**config.mk**
```make
export PLATFORM = sky130hd
export DESIGN_NAME = uart_tx_serializer_flat
export DESIGN_NICKNAME = d
export VERILOG_FILES = /design/src/rtl/uart_tx_serializer_if.sv /design/src/rtl/uart_tx_serializer.sv /design/src/flat_wrapper.sv
export SDC_FILE = /design/constraint.sdc
export NUM_CORES = 1
export LEC_CHECK = 0
export ABC_CLOCK_PERIOD_IN_PS = 2000
export CAP_MARGIN = 20
export CORE_MARGIN = 2
export CORE_UTILIZATION = 30
export CTS_BUF_LIST = sky130_fd_sc_hd__clkbuf_2
export DETAILED_ROUTE_END_ITERATION = 16
export HOLD_SLACK_MARGIN = 0.12
export PLACE_DENSITY_LB_ADDON = 0.15
export SLEW_MARGIN = 10
export SYNTH_ARGS = -nofsm -noshare
export SYNTH_HDL_FRONTEND = slang
export SYNTH_SLANG_ARGS = --single-unit
```
**constraint.sdc**
```tcl
create_clock -name clk -period 2 [get_ports clk]
set_clock_uncertainty 0.15 [all_clocks]
set_input_delay 0.4 -clock clk [delete_from_list [all_inputs] [get_ports clk]]
set_output_delay 0.4 -clock clk [all_outputs]
set_load 0.02 [all_outputs]
```
**src/rtl/uart_tx_serializer_if.sv**
```systemverilog
// Handshake and line bundle between a TX data source and the UART serializer.
// The source side uses the master modport; the serializer uses slave.
interface uart_tx_serializer_if #(
    parameter int DATA_WIDTH = 8
);
    logic                  send;
    logic [DATA_WIDTH-1:0] data;
    logic [1:0]            parity_type;
    logic                  data_out;
    logic                  parity_out;
    logic                  tx_active;
    logic                  tx_done;

    modport master (
        output send, data, parity_type,
        input  data_out, parity_out, tx_active, tx_done
    );

    modport slave (
        input  send, data, parity_type,
        output data_out, parity_out, tx_active, tx_done
    );
endinterface

```
**src/rtl/uart_tx_serializer.sv**
```systemverilog
// Parametrised UART transmit serializer: start, DATA_WIDTH data bits LSB first, optional parity, stop bits.
// Optional line-break generation is compiled in when UART_TX_BREAK_EN is defined.
//
// state     | meaning
// ----------+-----------------------------------------------------------
// ST_IDLE   | line high, waiting for send (or break_req)
// ST_START  | start bit, line low
// ST_DATA   | data bits, LSB first
// ST_PARITY | parity bit (only when parity enabled for this frame)
// ST_STOP   | stop bit(s), line high
// ST_BREAK  | line held low for a frame-length break (break build only)
module uart_tx_serializer #(
    parameter int DATA_WIDTH   = 8,
    parameter int STOP_BITS    = 1,
    parameter int CLKS_PER_BIT = 16
) (
    input  logic clk,
    input  logic rst,
`ifdef UART_TX_BREAK_EN
    input  logic break_req,
`endif
    uart_tx_serializer_if.slave tx_if
);

    localparam int BW = $clog2(CLKS_PER_BIT);

    localparam logic [2:0] ST_IDLE   = 3'd0;
    localparam logic [2:0] ST_START  = 3'd1;
    localparam logic [2:0] ST_DATA   = 3'd2;
    localparam logic [2:0] ST_PARITY = 3'd3;
    localparam logic [2:0] ST_STOP   = 3'd4;
    localparam logic [2:0] ST_BREAK  = 3'd5;

    localparam logic [BW-1:0] BAUD_LAST  = BW'(CLKS_PER_BIT - 1);
    localparam logic [3:0]    DATA_LAST  = 4'(DATA_WIDTH - 1);
    localparam logic [3:0]    STOP_LAST  = 4'(STOP_BITS - 1);
    localparam logic [3:0]    BREAK_LAST = 4'(DATA_WIDTH + STOP_BITS);

    logic [2:0]            state;
    logic [BW-1:0]         baud_cnt;
    logic [3:0]            bit_cnt;
    logic [DATA_WIDTH-1:0] shift_reg;
    logic                  par_en;
    logic                  data_out_q;
    logic                  parity_out_q;
    logic                  tx_active_q;
    logic                  tx_done_q;
    logic                  baud_wrap;

    assign baud_wrap = (baud_cnt == BAUD_LAST);

    assign tx_if.data_out   = data_out_q;
    assign tx_if.parity_out = parity_out_q;
    assign tx_if.tx_active  = tx_active_q;
    assign tx_if.tx_done    = tx_done_q;

`ifdef UART_TX_BREAK_EN
    logic [3:0] break_last;
    assign break_last = par_en ? (BREAK_LAST + 4'd1) : BREAK_LAST;
`endif

    always_ff @(posedge clk or negedge rst) begin
        if (!rst) begin
            state        <= ST_IDLE;
            baud_cnt     <= '0;
            bit_cnt      <= '0;
            shift_reg    <= '0;
            par_en       <= 1'b0;
            data_out_q   <= 1'b1;
            parity_out_q <= 1'b0;
            tx_active_q  <= 1'b0;
            tx_done_q    <= 1'b0;
        end else begin
            tx_done_q <= 1'b0;
            if (state != ST_IDLE)
                baud_cnt <= baud_wrap ? '0 : baud_cnt + 1'b1;

            case (state)
                ST_IDLE: begin
                    baud_cnt <= '0;
                    bit_cnt  <= '0;
`ifdef UART_TX_BREAK_EN
                    if (break_req) begin
                        state       <= ST_BREAK;
                        data_out_q  <= 1'b0;
                        tx_active_q <= 1'b1;
                        par_en      <= ^tx_if.parity_type;
                    end else
`endif
                    if (tx_if.send) begin
                        state       <= ST_START;
                        data_out_q  <= 1'b0;
                        tx_active_q <= 1'b1;
                        shift_reg   <= tx_if.data;
                        // 01 and 10 are the only parity-enabled codes
                        par_en      <= ^tx_if.parity_type;
                        case (tx_if.parity_type)
                            2'b01:   parity_out_q <= ~^tx_if.data;
                            2'b10:   parity_out_q <= ^tx_if.data;
                            default: parity_out_q <= 1'b0;
                        endcase
                    end
                end

                ST_START: begin
                    if (baud_wrap) begin
                        state      <= ST_DATA;
                        bit_cnt    <= '0;
                        data_out_q <= shift_reg[0];
                        shift_reg  <= shift_reg >> 1;
                    end
                end

                ST_DATA: begin
                    if (baud_wrap) begin
                        if (bit_cnt == DATA_LAST) begin
                            bit_cnt <= '0;
                            if (par_en) begin
                                state      <= ST_PARITY;
                                data_out_q <= parity_out_q;
                            end else begin
                                state      <= ST_STOP;
                                data_out_q <= 1'b1;
                            end
                        end else begin
                            bit_cnt    <= bit_cnt + 4'd1;
                            data_out_q <= shift_reg[0];
                            shift_reg  <= shift_reg >> 1;
                        end
                    end
                end

                ST_PARITY: begin
                    if (baud_wrap) begin
                        state      <= ST_STOP;
                        bit_cnt    <= '0;
                        data_out_q <= 1'b1;
                    end
                end

                ST_STOP: begin
                    if (baud_wrap) begin
                        if (bit_cnt == STOP_LAST) begin
                            state       <= ST_IDLE;
                            bit_cnt     <= '0;
                            data_out_q  <= 1'b1;
                            tx_active_q <= 1'b0;
                            tx_done_q   <= 1'b1;
                        end else begin
                            bit_cnt <= bit_cnt + 4'd1;
                        end
                    end
                end

`ifdef UART_TX_BREAK_EN
                ST_BREAK: begin
                    if (baud_wrap) begin
                        if (bit_cnt >= break_last && !break_req) begin
                            // a break is followed by exactly one stop bit
                            state      <= ST_STOP;
                            bit_cnt    <= STOP_LAST;
                            data_out_q <= 1'b1;
                        end else if (bit_cnt < break_last) begin
                            bit_cnt <= bit_cnt + 4'd1;
                        end
                    end
                end
`endif

                default: begin
                    state       <= ST_IDLE;
                    bit_cnt     <= '0;
                    data_out_q  <= 1'b1;
                    tx_active_q <= 1'b0;
                end
            endcase
        end
    end

endmodule
```
**src/flat_wrapper.sv**
```systemverilog
// flat-port wrapper written by rule: the top's interface ports become plain ports
module uart_tx_serializer_flat 
#(
    parameter int DATA_WIDTH   = 8,
    parameter int STOP_BITS    = 1,
    parameter int CLKS_PER_BIT = 16
)
  (clk, rst, tx_if_send, tx_if_data, tx_if_parity_type, tx_if_data_out, tx_if_parity_out, tx_if_tx_active, tx_if_tx_done);
  uart_tx_serializer_if #(.DATA_WIDTH(DATA_WIDTH)) tx_if_i ();
  input  logic clk;
  input  logic rst;
  input wire logic [$bits(tx_if_i.send)-1:0] tx_if_send;
  input wire logic [$bits(tx_if_i.data)-1:0] tx_if_data;
  input wire logic [$bits(tx_if_i.parity_type)-1:0] tx_if_parity_type;
  output wire logic [$bits(tx_if_i.data_out)-1:0] tx_if_data_out;
  output wire logic [$bits(tx_if_i.parity_out)-1:0] tx_if_parity_out;
  output wire logic [$bits(tx_if_i.tx_active)-1:0] tx_if_tx_active;
  output wire logic [$bits(tx_if_i.tx_done)-1:0] tx_if_tx_done;
  assign tx_if_i.send = tx_if_send;
  assign tx_if_i.data = tx_if_data;
  assign tx_if_i.parity_type = tx_if_parity_type;
  assign tx_if_data_out = tx_if_i.data_out;
  assign tx_if_parity_out = tx_if_i.parity_out;
  assign tx_if_tx_active = tx_if_i.tx_active;
  assign tx_if_tx_done = tx_if_i.tx_done;
  uart_tx_serializer #(.DATA_WIDTH(DATA_WIDTH), .STOP_BITS(STOP_BITS), .CLKS_PER_BIT(CLKS_PER_BIT)) u_core (.clk(clk), .rst(rst), .tx_if(tx_if_i));
endmodule
```
After elaboration in Yosys (flattened, before gate mapping)
Index checks and enable logic that the tools add are counted.
{"block": "classes", "addsub": 2, "eq_ne": 17, "mux": 40, "n_bitwise": 1, "n_reduce_logical": 16}
{"operator": "4-bit two-way mux", "n": 8}
{"operator": "8-bit two-way mux", "n": 4}
{"operator": "3-bit two-way mux", "n": 8}
{"operator": "8-bit one-hot mux with 3 select lines", "n": 1}
{"operator": "3-bit one-hot mux with 5 select lines", "n": 1}
{"operator": "1-bit two-way mux", "n": 14}
{"operator": "2-bit by 1-bit != test with 1-bit output, second input constant", "n": 7}
{"operator": "4-bit one-hot mux with 3 select lines", "n": 1}
{"operator": "4-bit by 1-bit adder with 4-bit output, second input constant", "n": 2}
{"operator": "8-bit XNOR reduction", "n": 1}
{"operator": "8-bit XOR reduction", "n": 1}
{"operator": "7-bit AND reduction", "n": 1}
{"operator": "3-bit by 2-bit equality test with 1-bit output, second input constant", "n": 2}
{"operator": "6-bit AND reduction", "n": 1}
{"operator": "3-bit nonzero test", "n": 2}
{"operator": "1-bit one-hot mux with 5 select lines", "n": 1}
{"operator": "5-bit AND reduction", "n": 1}
{"operator": "4-bit by 3-bit equality test with 1-bit output, second input constant", "n": 1}
{"operator": "4-bit equality test, second input constant", "n": 1}
{"operator": "4-bit zero test", "n": 1}
{"operator": "2-bit != test, second input constant", "n": 2}
{"operator": "4-bit AND reduction", "n": 1}
{"operator": "3-bit by 1-bit equality test with 1-bit output, second input constant", "n": 1}
{"operator": "3-bit equality test, second input constant", "n": 1}
{"operator": "other kinds (12)", "n": 12}
{"block": "totals", "register_bits": 24, "output_inout_bits": 4}

Depth between registers and ports, before layout
{"block": "depth", "word_depth": 4, "depth_mapped": 7, "mapped_depth_nobuf": 7}

Worst setup path after synthesis
OpenSTA, ideal clock, no wires.
{"block": "synth_path", "path_kind": "flip-flop to flip-flop", "start": "register u_core.bit_cnt[0]", "end": "register u_core.state[0]", "setup_time_ps": 64, "arrival_ps": 1627, "required_time_ps": 1786, "setup_slack_ps": 158, "path_stages_with_launch": 8, "n_path_buf": 0, "cell_sequence": "dfrtp_1 inv_1 ha_1 or3b_4 nand3_2 o211ai_4 a2111oi_2 a21o_1"}
{"block": "synth_via", "elab_chain_cells": 3, "elab_cells_between_ends": 5}
{"item": "start, declared", "line": "uart_tx_serializer.sv:41", "text": "logic [3:0] bit_cnt;"}
{"item": "start signal, assigned", "line": "uart_tx_serializer.sv:126", "text": "bit_cnt <= bit_cnt + 4'd1;"}
{"item": "start signal, assigned", "line": "uart_tx_serializer.sv:150", "text": "bit_cnt <= bit_cnt + 4'd1;"}
{"item": "4-bit by 3-bit equality test with 1-bit output or 4-bit zero test (tied branches)", "line": "uart_tx_serializer.sv:116, uart_tx_serializer.sv:143"}
{"item": "2-bit by 1-bit != test with 1-bit output (no source line)"}
{"item": "7-bit AND reduction (no source line) (*)"}
{"item": "end signal, assigned", "line": "uart_tx_serializer.sv:119", "text": "state <= ST_PARITY;"}
{"item": "end signal, assigned", "line": "uart_tx_serializer.sv:122", "text": "state <= ST_STOP;"}
{"item": "end signal, assigned", "line": "uart_tx_serializer.sv:135", "text": "state <= ST_STOP;"}
{"item": "end, declared", "line": "uart_tx_serializer.sv:39", "text": "logic [2:0] state;"}
Every way passes the cells marked *; elsewhere a longest branch is shown, timed or not.
A chain may end at the register's enable or synchronous reset.

Final worst setup path
Same ends and word-level chain as after synthesis.

==> metrics <==
largest fanout on the critical path=5; Post-Syn Nets=160; DRC violations left=0; wire length on met3=142 um; Layout area overhead=22.67%; highest routed layer=met4; HPWL Detailed=between 2000 and 2500 um; post-layout minimum cycle time=1.897 ns; # fillers=roughly 450; Hold Fails Final Rpt=0; vias=1,050; site row count=24; Congestion Overflow GR=0; Yosys cell types=38; Leak Pwr=roughly 0.75 nW; Starting Density=0.3163; post-synthesis cell area=1396 um^2; RSZ-0062 raised after global routing=no; most frequent cells in the layout=23 x dfrtp_1, 18 x nand2_1, 15 x o21ai_1; drt via density=roughly 4.8; maximum clock path buffer count=2; CP Class=reg2reg; DRT iter0 DRCs=27; final wirelength=2863 um; htree depth=1; max_slew headroom=0.7708; CTS buffer count=3; n_diodes=0; Die Width=72.23 um; Final setup violation count=0; worst r2r path cells=7; post-route cell area=approximately 1700 um^2; YS warnings=0; slowest CP cell=dfrtp_1; syn_area_per_cell=9.833 um^2; per-cell routed wire length=13.19 um; Multi-input gate area=745.7 um^2; M1 WL=1476 um; die height=roughly 72 um; Worst-path clk slew=0.25 ns; HP Class=in2async; commonest non-fill, non-tap cell in the layout=dfrtp_1; total power of the final layout=2.225 mW; synthesized instance count=142; number of enable flip-flop cells after synthesis=0; root buf cell=clkbuf_2; vias in the first global route=1,061; fmax=527.1 MHz; outcome=finished clean; setup TNS=0 ns; first-pass GRT wire length=5002 um; Synth Area in Simple Gates=0.2070; Synth Area in Adders=0.04480; DP Area=1664 um^2; Seq/Total Area, Yosys=0.4310; crit path cell chain=inv_1 -> ha_1 -> or3b_4 -> nand3_2 -> o211ai_4 -> a2111oi_2 -> a21o_1; Worst-Margin Slew=0.3414 ns; nets=between 150 and 200; RD Place Congestion=0.7807; CP required=2.17 ns; ANT nets after route=0; clk_lat worst skew=0.35 ns; layout cells sized above 1=0.1394; Crit path largest cell delay=0.48 ns; sequential standard cell area=601.8 um^2; Hold WS=between 0.2 and 0.25 ns; IO Port Bufs=16; Routed met2 length=between 1000 and 1500 um; Compound-Gate Fraction of Synth Area=0.1622; FF+latch count, synth=24; PD cells=1299 nW/um^2; Max Cap Viol=0; Synth top area share=0.4122; share of synthesized flip-flops with an asynchronous set or reset=1.000; crit start category=flip-flop; antenna violations before repair=0; gr usage total=0.1210; cts hold-fix bufs=0; core area=4414 um^2; Pre-Repair DR Iteration Count=4; CTS sink cnt=24; fin. max-slew vios=0; post-synthesis mux area share=0.05735; Ports=17; Synth Area in XOR/XNOR=0.06272; number of flip-flops in the largest register=8; VDD IR max=0.0007459 V; Yosys top cell by area=dfrtp_1; die footprint=5216 um^2; largest family of logic cells by synthesized area=simple AND/OR/NAND/NOR gates; CP endpoint kind=flip-flop; final worst path period share=0.9486; synth top area cells=dfrtp_1 41%, mux2i_1 5.7%, o21ai_1 5.4%; largest net degree at the start of global routing=25; CTS tree=built; ys flop type=dfrtp_1; worst endpoint data arrival time=2.07 ns
==> repair_timing <==
item,4_1_cts,5_1_grt
gates resized for setup,1,2
setup endpoints to repair,1,2
setup buffers,0,0
==> path summary, 6_finish.rpt <==
path	slack (ns)	startpoint	to
max	0.10	u_core.bit_cnt[0]	u_core.state[0]
min	0.21	rst	u_core.shift_reg[7]
max reg2reg	0.10	u_core.bit_cnt[0]	u_core.state[0]
min reg2reg	0.33	u_core.baud_cnt[0]	u_core.baud_cnt[0]
max in group asynchronous	1.20	rst	u_core.tx_if.data_out
min in group clk	0.33	u_core.baud_cnt[0]	u_core.baud_cnt[0]
==> stage by stage <==
step	setup WS, ns	cells	util
2_1_floorplan	0.1584	142	-
3_3_place_gp	0.04120	213	0.3770
3_5_place_dp	0.04181	213	0.3770
4_1_cts	0.004571	217	0.3869
5_1_grt	0.004287	217	0.3880
6_report	0.1029	217	0.3880
==> layer usage <==
layer / GRT usage / vias up
li1: - / 545
met1: 0.1708 / 485
met2: 0.1886 / 18
met3: 0.03472 / 2
met4: 0.01887 / 0
met5: 0 / -
==> cell usage after synthesis (2+ instances only) <==
library cell / n
xor2_1: 2
mux2i_1: 8
nor2_1: 9
inv_1: 5
ha_1: 5
o31ai_1: 2
nand2_1: 18
o21ai_1: 15
nor3_1: 4
and2_1: 2
nand3b_1: 3
a21o_1: 2
o21ai_0: 2
buf_2: 3
nand3_2: 2
a21oi_1: 5
and3b_1: 2
nand3_1: 4
dfrtp_1: 23
xnor2_1: 8
==> critical path: cells and delay by family (launching register included) <==
family                   cells  cell delay (ns)
AND/OR/NAND/NOR              2             0.49
AO/OA/AOI/OAI                3             0.54
buffers and inverters        1             0.07
flip-flops                   1             0.48
adder cells (fa/ha/maj)      1             0.13
==> cell type report <==
type	instances	share of cell area
well taps	52	0.03798
multi-input cells	108	0.4354
repair buffers	24	0.1381
clock inverters	1	0.01753
inverters	5	0.01096
flip-flops and latches	24	0.3514
clock buffers	3	0.008766
==> logic make-up (layout without fill, tap and decap cells) <==
family,after synthesis,count (layout)
adder cells (fa/ha/maj),5,5
XOR/XNOR,10,10
buffers and inverters,10,33
AO/OA/AOI/OAI,34,34
flip-flops,24,24
AND/OR/NAND/NOR,51,51
multiplexers,8,8
==> power breakdown <==
part           switching (mW)  leakage (nW)  internal (mW)
sequential              0.119         0.303          0.658
combinational           0.580         0.424          0.534
clock                   0.162        0.0266          0.172
total                   0.861         0.753           1.36
Power figures use the tool's default switching activity.
